`src/rtl/alu_exec_unit.sv`:
```
// alu_exec_unit: multi-cycle integer execution unit for the EX stage.
//
// Takes the 5-bit ALU control code and sign bit from the ALU controller plus
// two operands. It returns a result with zero/overflow/illegal flags. Both
// sides use valid/ready handshakes. One operation is in flight at a time.
//
// Ports:
//   clk, reset          rising-edge clock, asynchronous active-high reset
//   in_valid/in_ready   request handshake (alu_ctrl, sign, in_a, in_b)
//   alu_ctrl            0 add, 1 sub, 2 and, 3 or, 4 xor, 5 nor,
//                       6 sll, 7 srl, 8 sra, 9 slt, 10..31 illegal
//   sign                signed semantics for overflow and slt
//   in_a, in_b          operands; shifts move in_b by in_a[4:0]
//   out_valid/out_ready result handshake
//   result, zero, overflow, illegal  registered result and flags
//
// Build option:
//   ALU_FAST_SHIFT_EN   when defined, shifts use a combinational barrel
//                       shifter and every op completes one cycle after accept.
//                       When undefined, shifts move one bit per cycle.
module alu_exec_unit #(
    parameter int WIDTH = 32
) (
    input  logic             clk,
    input  logic             reset,
    input  logic             in_valid,
    output logic             in_ready,
    input  logic [4:0]       alu_ctrl,
    input  logic             sign,
    input  logic [WIDTH-1:0] in_a,
    input  logic [WIDTH-1:0] in_b,
    output logic             out_valid,
    input  logic             out_ready,
    output logic [WIDTH-1:0] result,
    output logic             zero,
    output logic             overflow,
    output logic             illegal
);

    localparam logic [4:0] OP_ADD = 5'd0, OP_SUB = 5'd1, OP_AND = 5'd2,
                           OP_OR  = 5'd3, OP_XOR = 5'd4, OP_NOR = 5'd5,
                           OP_SLL = 5'd6, OP_SRL = 5'd7, OP_SRA = 5'd8,
                           OP_SLT = 5'd9;

    typedef enum logic [1:0] {IDLE, SHIFT, DONE} state_t;
    state_t state;

    logic [4:0]       shamt;
    logic [WIDTH-1:0] sum, diff, calc;
    logic             calc_ovf, calc_ill, lt;

    assign shamt = in_a[4:0];
    assign sum   = in_a + in_b;
    assign diff  = in_a - in_b;
    assign lt    = sign ? ($signed(in_a) < $signed(in_b)) : (in_a < in_b);

    // Single-cycle result, computed from the request inputs so it can be
    // registered on the accept edge.
    always_comb begin
        calc     = '0;
        calc_ovf = 1'b0;
        calc_ill = 1'b0;
        case (alu_ctrl)
            OP_ADD: begin
                calc     = sum;
                calc_ovf = sign && (in_a[WIDTH-1] == in_b[WIDTH-1])
                                && (sum[WIDTH-1] != in_a[WIDTH-1]);
            end
            OP_SUB: begin
                calc     = diff;
                calc_ovf = sign && (in_a[WIDTH-1] != in_b[WIDTH-1])
                                && (diff[WIDTH-1] != in_a[WIDTH-1]);
            end
            OP_AND: calc = in_a & in_b;
            OP_OR:  calc = in_a | in_b;
            OP_XOR: calc = in_a ^ in_b;
            OP_NOR: calc = ~(in_a | in_b);
            OP_SLT: calc = {{(WIDTH-1){1'b0}}, lt};
`ifdef ALU_FAST_SHIFT_EN
            OP_SLL: calc = in_b << shamt;
            OP_SRL: calc = in_b >> shamt;
            OP_SRA: calc = $unsigned($signed(in_b) >>> shamt);
`else
            // Only reached here with shamt == 0; nonzero amounts take SHIFT.
            OP_SLL, OP_SRL, OP_SRA: calc = in_b;
`endif
            default: calc_ill = 1'b1;
        endcase
    end

`ifndef ALU_FAST_SHIFT_EN
    logic [WIDTH-1:0] work, work_nxt, first_step;
    logic [4:0]       cnt, sh_op;
    logic             is_shift;

    function automatic logic [WIDTH-1:0] step1(input logic [4:0] op,
                                               input logic [WIDTH-1:0] v);
        case (op)
            OP_SLL:  step1 = {v[WIDTH-2:0], 1'b0};
            OP_SRL:  step1 = {1'b0, v[WIDTH-1:1]};
            default: step1 = {v[WIDTH-1], v[WIDTH-1:1]};
        endcase
    endfunction

    assign is_shift   = (alu_ctrl == OP_SLL) || (alu_ctrl == OP_SRL) ||
                        (alu_ctrl == OP_SRA);
    assign first_step = step1(alu_ctrl, in_b);
    assign work_nxt   = step1(sh_op, work);
`endif

    always_ff @(posedge clk or posedge reset) begin
        if (reset) begin
            state     <= IDLE;
            in_ready  <= 1'b1;
            out_valid <= 1'b0;
            result    <= '0;
            zero      <= 1'b0;
            overflow  <= 1'b0;
            illegal   <= 1'b0;
`ifndef ALU_FAST_SHIFT_EN
            work      <= '0;
            cnt       <= '0;
            sh_op     <= '0;
`endif
        end else begin
            case (state)
                IDLE: if (in_valid) begin
                    in_ready <= 1'b0;
`ifndef ALU_FAST_SHIFT_EN
                    // The accept edge performs the first shift step, so the
                    // result appears exactly shamt cycles after accept.
                    if (is_shift && shamt > 5'd1) begin
                        work  <= first_step;
                        cnt   <= shamt - 5'd1;
                        sh_op <= alu_ctrl;
                        state <= SHIFT;
                    end else if (is_shift && shamt == 5'd1) begin
                        result    <= first_step;
                        zero      <= (first_step == '0);
                        overflow  <= 1'b0;
                        illegal   <= 1'b0;
                        out_valid <= 1'b1;
                        state     <= DONE;
                    end else
`endif
                    begin
                        result    <= calc;
                        zero      <= (calc == '0);
                        overflow  <= calc_ovf;
                        illegal   <= calc_ill;
                        out_valid <= 1'b1;
                        state     <= DONE;
                    end
                end
`ifndef ALU_FAST_SHIFT_EN
                SHIFT: begin
                    work <= work_nxt;
                    cnt  <= cnt - 5'd1;
                    if (cnt == 5'd1) begin
                        result    <= work_nxt;
                        zero      <= (work_nxt == '0);
                        overflow  <= 1'b0;
                        illegal   <= 1'b0;
                        out_valid <= 1'b1;
                        state     <= DONE;
                    end
                end
`endif
                DONE: if (out_ready) begin
                    out_valid <= 1'b0;
                    in_ready  <= 1'b1;
                    state     <= IDLE;
                end
                default: begin
                    state     <= IDLE;
                    in_ready  <= 1'b1;
                    out_valid <= 1'b0;
                end
            endcase
        end
    end

endmodule

```
`config.mk`:
```
export PLATFORM = sky130hd
export DESIGN_NAME = alu_exec_unit
export DESIGN_NICKNAME = d
export VERILOG_FILES = /design/src/rtl/alu_exec_unit.sv
export SDC_FILE = /design/constraint.sdc
export NUM_CORES = 1
export LEC_CHECK = 0
export ABC_AREA = 1
export CAP_MARGIN = 20
export CORE_MARGIN = 2
export CORE_UTILIZATION = 40
export CTS_BUF_LIST = sky130_fd_sc_hd__clkbuf_16
export DETAILED_ROUTE_END_ITERATION = 8
export GPL_ROUTABILITY_DRIVEN = 0
export PLACE_DENSITY = 0.7
export RECOVER_POWER = 50
export SLEW_MARGIN = 20
export SYNTH_ARGS = -nofsm -noshare
export SYNTH_HDL_FRONTEND = slang
export SYNTH_SLANG_ARGS = --single-unit
```
`constraint.sdc`:
```
create_clock -name clk -period 5.2 [get_ports clk]
set_input_delay 1.04 -clock clk [delete_from_list [all_inputs] [get_ports clk]]
set_output_delay 1.04 -clock clk [all_outputs]
set_load 0.05 [all_outputs]
```
# [After elaboration in Yosys (flattened, before gate mapping)]
# Cells that the tools add are included.
[totals] mem_bits_rw=0 inputBits=74 latchBits=0 word_cells=112 ff_bits=81 n_memories=0 out_inout_bits=37 mem_bits_ro=0
[classes] bitwise=5 n_lt_le_gt_ge=3 reduce_logical=22 shift=0 n_addsub=4 eq_ne=24 n_mux=44 n_div=0 multipliers=0
[ops] cell="$pmux W32 S2" n=4
[ops] cell="$pmux W32 S8" n=1
[ops] cell="$mux W32" n=6
[ops] cell="$logic_not A32 Y1" n=3
[ops] cell="$lt A32 B32 Y1" n=2
[ops] cell="$add A32 B32 Y32" n=1
[ops] cell="$and A32 B32 Y32" n=1
[ops] cell="$not A32 Y32" n=1
[ops] cell="$or A32 B32 Y32" n=1
[ops] cell="$sub A32 B32 Y32" n=1
[ops] cell="$xor A32 B32 Y32" n=1
[ops] cell="$eq A5 B3 Y1 const B" n=6
[ops] cell="$mux W1" n=19
[ops] cell="$eq A5 B1 Y1 const B" n=3
[ops] cell="$reduce_and A3 Y1" n=4
[ops] cell="$eq A5 B2 Y1 const B" n=2
[ops] cell="$eq A5 B4 Y1 const B" n=2
[ops] cell="$mux W5" n=2
[ops] cell="$ne A2 B2 Y1 const B" n=5
[ops] cell="$pmux W5 S2" n=1
[ops] cell="$reduce_or A10 Y1" n=1
[ops] cell="$sub A5 B1 Y5 const B" n=2
[ops] cell="$mux W2" n=4
[ops] cell="$pmux W1 S2" n=4
[ops] cell="15 further kinds" n=25

# [Logic depth before layout (Yosys ltp)]
[logic_depth] ltp_word=8 ltp_mapped=24 ltp_nobuf=23

# [Worst setup path after synthesis]
# OpenSTA, ideal clock, no wires.
[synth_timing] kind="input -> register" start="input in_a[0]" end="register zero" t_arrival_ps=2979 n_path_buf=0 stages=21 setup_ps=73 t_required_ps=5127 slack_ps=2148 cell_sequence="inv_1 ha_1 inv_1 fa_1 nand2_1 nand2_1 nand2_1 nand2_1 nand2_1 nand3_1 nand2_1 nor2_1 nor2_1 nand3_1 nor2_1 nand2_1 nor2_1 nand3_1 nand2_1 nand2_1 a21oi_2"
[synth_between] elab_chain_len=8 word_cells_on_any_way=21 cone_classes="add/sub (2); order compare (3); eq/ne (2); mux (6); bitwise (4); reduce/logical (4)"
[synth_rtl] item="start, declared" line_no="30" rtl="input logic [WIDTH-1:0] in_a,"
[synth_rtl] item="$lt A32 B32 Y1 / $or A32 B32 Y32 (equally long branches)" line_no="55, 75, 77"
[synth_rtl] item="$mux W1 / $not A32 Y32 (equally long branches)" line_no="55, 77"
[synth_rtl] item="$pmux W32 S8" line_no="63" rtl="case (alu_ctrl)"
[synth_rtl] item="$logic_not A32 Y1" line_no="148" rtl="zero <= (calc == '0);"
[synth_rtl] item="$mux W1" line_no="137" rtl="end else if (is_shift && shamt == 5'd1) begin"
[synth_rtl] item="$mux W1" line_no="132" rtl="if (is_shift && shamt > 5'd1) begin"
[synth_rtl] item="$mux W1" line_no="127" rtl="IDLE: if (in_valid) begin"
[synth_rtl] item="$pmux W1 S2" line_no="126" rtl="case (state)"
[synth_rtl] item="end signal, assigned" line_no="139" rtl="zero <= (first_step == '0);"
[synth_rtl] item="end signal, assigned" line_no="148"
[synth_rtl] item="end signal, assigned" line_no="161" rtl="zero <= (work_nxt == '0);"
[synth_rtl] item="end, declared" line_no="35" rtl="output logic zero,"
# Several ways; a longest one is shown, not always the timed one. The select of a mux whose other input is x is not followed.
# A chain may end at the register's enable or synchronous reset.

# [Worst setup path in the final report]
[layout_timing] start="input in_b[6]" end="register zero"
[layout_between] elab_chain_len=8 word_cells_on_any_way=17 cone_classes="add/sub (2); order compare (2); mux (7); bitwise (4); reduce/logical (2)"
[layout_rtl] item="start, declared" line_no="31" rtl="input logic [WIDTH-1:0] in_b,"
[layout_rtl] item="$lt A32 B32 Y1 / $or A32 B32 Y32 (equally long branches)" line_no="55, 75, 77"
[layout_rtl] item="$mux W1 / $not A32 Y32 (equally long branches)" line_no="55, 77"
[layout_rtl] item="$pmux W32 S8" line_no="63"
[layout_rtl] item="$logic_not A32 Y1" line_no="148"
[layout_rtl] item="$mux W1 *" line_no="137"
[layout_rtl] item="$mux W1 *" line_no="132"
[layout_rtl] item="$mux W1 *" line_no="127"
[layout_rtl] item="$pmux W1 S2 *" line_no="126"
# Mark *: on every way between the ends. The rest lies on a longest branch, timed or not. The select of a mux whose other input is x is not followed.

==> results.yml <==
timing:
  drv_slew: 84
  fin_crit_sh_pct: 82.0
  skew_ns: 0.00895
  hold_viol: 0
  slew_headroom_pct: -50.5
  fin_crit_ns: 4.26
  setup_viol: 0
  tightest_slew_ns: 2.24
  rsz0062_at_grt: "false"
  fin_setup_tns_ns: 0
  fmax_mhz: 235
clock_network:
  cts_buffers: 9
  clkSinkCount: 81
  cts.repair.resized: 0
  cts_setup_buffers: 0
  cts_hold_buffers: 0
  clk_pin_slew_ns: 0.06
  htreeDepth: 3
  root_buffer: "clkbuf_16"
  insertion_delay_ns: 0.34
  max-clock-path-buffers: 2
  cts_tree: "done"
synthesis:
  synthAdderAreaFrac_pct: 11.3
  synth_top_cell_area_share_pct: 21.0
  synth_top_family_by_area: "simple AND/OR/NAND/NOR gates"
  synth.area.mux_share_pct: 0.0922
  synth_top_flop_cell: "dfrtp_1"
  syn-cell-area_um2: 12200
  synth-xor-area-share_pct: 0.430
  synthCells: 2174
  avgSynthCellArea_um2: 5.62
  synth-simple-area-share_pct: 40.7
  synth_top_area_cell: "nand2_1"
  yosysSeqAreaShare_pct: 16.6
  yosys-top-cells-area: "nand2_1, dfrtp_1, ha_1"
  yosysWarnings: 0
  synth_fp_nets: 2357
  synthArstFlopShare_pct: 100
  synth_edf_count: 0
  synth_compound_area_share_pct: 16.1
  ys_ff_latch: 81
  yosysUniqueCellTypes: 55
global_routing:
  grt_pass1_vias: 13700
  grt_max_degree: 57
  grt.total_usage_pct: 29.1
  antenna_found_initial: 0
  globalRouteOverflowTotal: 0
  grt_pass1_wl_um: 72500
critical_path:
  endpoint_kind: "flop"
  startpoint_type: "input pin"
  crit_type: "in2reg"
  worstPathRequired_ns: 5.47
  timing.rr.end: "zero$_DFFE_PP0P_"
  arrival_ns: 4.53
  reg2reg_slack_ns: 2.38
  r2r_cells: 12
  reg2reg_from: "sh_op[3]$_DFFE_PP0P_"
  worstSetupStartpoint: "in_b[6]"
  crit_fanout: 9
die:
  start_util_pct: 40.9
  die_y_um: 179
  ios: 111
  coreArea_um2: 29900
  design.die.area_um2: 31900
  fp.dieW_um: 179
  num_rows: 63
routing:
  routedWlPerCell_um: 17.7
  route.detailed.drc: 0
  vias: 14700
  totalWireLength_um: 46500
  vias_per_cell: 5.61
  dr.pass1.iters: 7
  ant_nets: 0
  drt_iter0_drc: 1803
job:
  maxCapViolCount: 2
outcome:
  status: "finished, violations left"
  violations: "max-capacitance violations, max-slew violations"
placement:
  dpl_cell_area_um2: 13500
  dp_hpwl_um: 37100
  dp_cells: 2605
  numPortBuffers: 110
power_and_ir_drop:
  ir_worst_vdd_mv: 0.301
  power_density_nw_per_um2: 351
  p_leak_nw: 7.23
layout:
  diodes: 0
  nFillCells: 3225
  layout_common_cells: "nand2_1, inv_1, nor2_1"
  fin_area_um2: 13900
  final_cells: 2621
  final_layout_size_suffix_gt1_share_pct: 3.99
  syn2layout_area_growth_pct: 13.6
  finalNetCount: 2409
  layout_commonest_cell: "nand2_1"
hold_path:
  hold_path_end: "sh_op[4]$_DFFE_PP0P_"
  hp-class: "reg2reg"
  hp-start: "sh_op[4]$_DFFE_PP0P_"
  worstHoldPathCells: 2
## how the worst max path moves through the flow
stage / end / cells past startpoint
2_1_floorplan: cnt[0]$_DFFE_PP0P_ / 1
3_5_place_dp: zero$_DFFE_PP0P_ / 21
4_1_cts: zero$_DFFE_PP0P_ / 21
5_1_grt: result[26]$_DFFE_PP0P_ / 3
6_report: zero$_DFFE_PP0P_ / 21
3_3_place_gp: zero$_DFFE_PP0P_ / 21
## cell usage after synthesis (22+ instances only)
master / instances
nor2_1: 221
clkbuf_1: 23
buf_2: 46
nand3_1: 202
dfrtp_1: 80
o21ai_0: 136
nand4_1: 22
ha_1: 107
o21a_1: 27
inv_1: 348
nand2_1: 682
a21oi_1: 73
o22ai_1: 27
## layout make-up
class                           count  area (um^2)  area share, %
Multi-Input combinational cell   1647         8410           60.6
Timing Repair Buffer              126         1220           8.78
Clock buffer                        9          225           1.62
Clock inverter                      7          141           1.02
Sequential cell                    81         2030           14.6
Tap cell                          390          488           3.52
Inverter                          361         1360           9.80
## cell families (layout without fill, tap and decap cells)
kind of cell,Yosys count,after routing
AND/OR/NAND/NOR,1192,1192
adder cells (fa/ha/maj),109,109
XOR/XNOR,6,6
flip-flops,81,81
AO/OA/AOI/OAI,339,339
multiplexers,1,1
buffers and inverters,446,503
## through the flow
step | utilization [%] | hold WS [ns] | setup slack (ns) | total power, W
2_1_floorplan | - | 0.437 | 2.08 | 0.00320
3_3_place_gp | 45.2 | 0.460 | 0.690 | 0.00403
3_5_place_dp | 45.2 | 0.461 | 0.694 | 0.00407
4_1_cts | 46.4 | 0.477 | 1.03 | 0.00487
5_1_grt | 46.4 | 0.501 | 0.348 | 0.00524
6_report | 46.4 | 0.472 | 0.936 | 0.00486
## report_power, final
group          leakage (nW)  switching [W]  internal (W)  total, W
combinational          6.08        0.00200      0.000944   0.00294
clock                 0.178       0.000261      0.000519  0.000780
sequential            0.966       0.000191      0.000951   0.00114
## flip-flops by register name (all words and copies together), names as in the netlist
name / count
overflow: 1
sh_op: 5
illegal: 1
result: 32
state: 2
in_ready: 1
zero: 1
out_valid: 1
cnt: 5
work: 32
## routing by layer
| metal | GRT usage, % | routed length (um) | vias to the layer above |
|---|---|---|---|
| met1 | 38.8 | 19100 | 6613 |
| met4 | 15.3 | 2760 | 0 |
| met5 | 0 | 0 | - |
| met2 | 44.6 | 19500 | 909 |
| li1 | - | - | 7015 |
| met3 | 5.64 | 5110 | 155 |
## worst max-delay path: stages
cell and delay, ns:
clkdlybuf4s50_1 0.67, inv_1 0.11, ha_1 0.46, nand2_1 0.13, nor2_1 0.29, nand3_1 0.20
nand3_1 0.23, nand2_1 0.10, nand2_1 0.07, nand2_1 0.05, nand3_1 0.07, nand2_1 0.05
nor2_1 0.34, nand2_1 0.10, nor2_1 0.10, nand2_1 0.06, nor2_1 0.11, nand3_1 0.08
nand2_1 0.06, nand2_1 0.06, a21oi_2 0.13
Power figures use the tool's default switching activity.
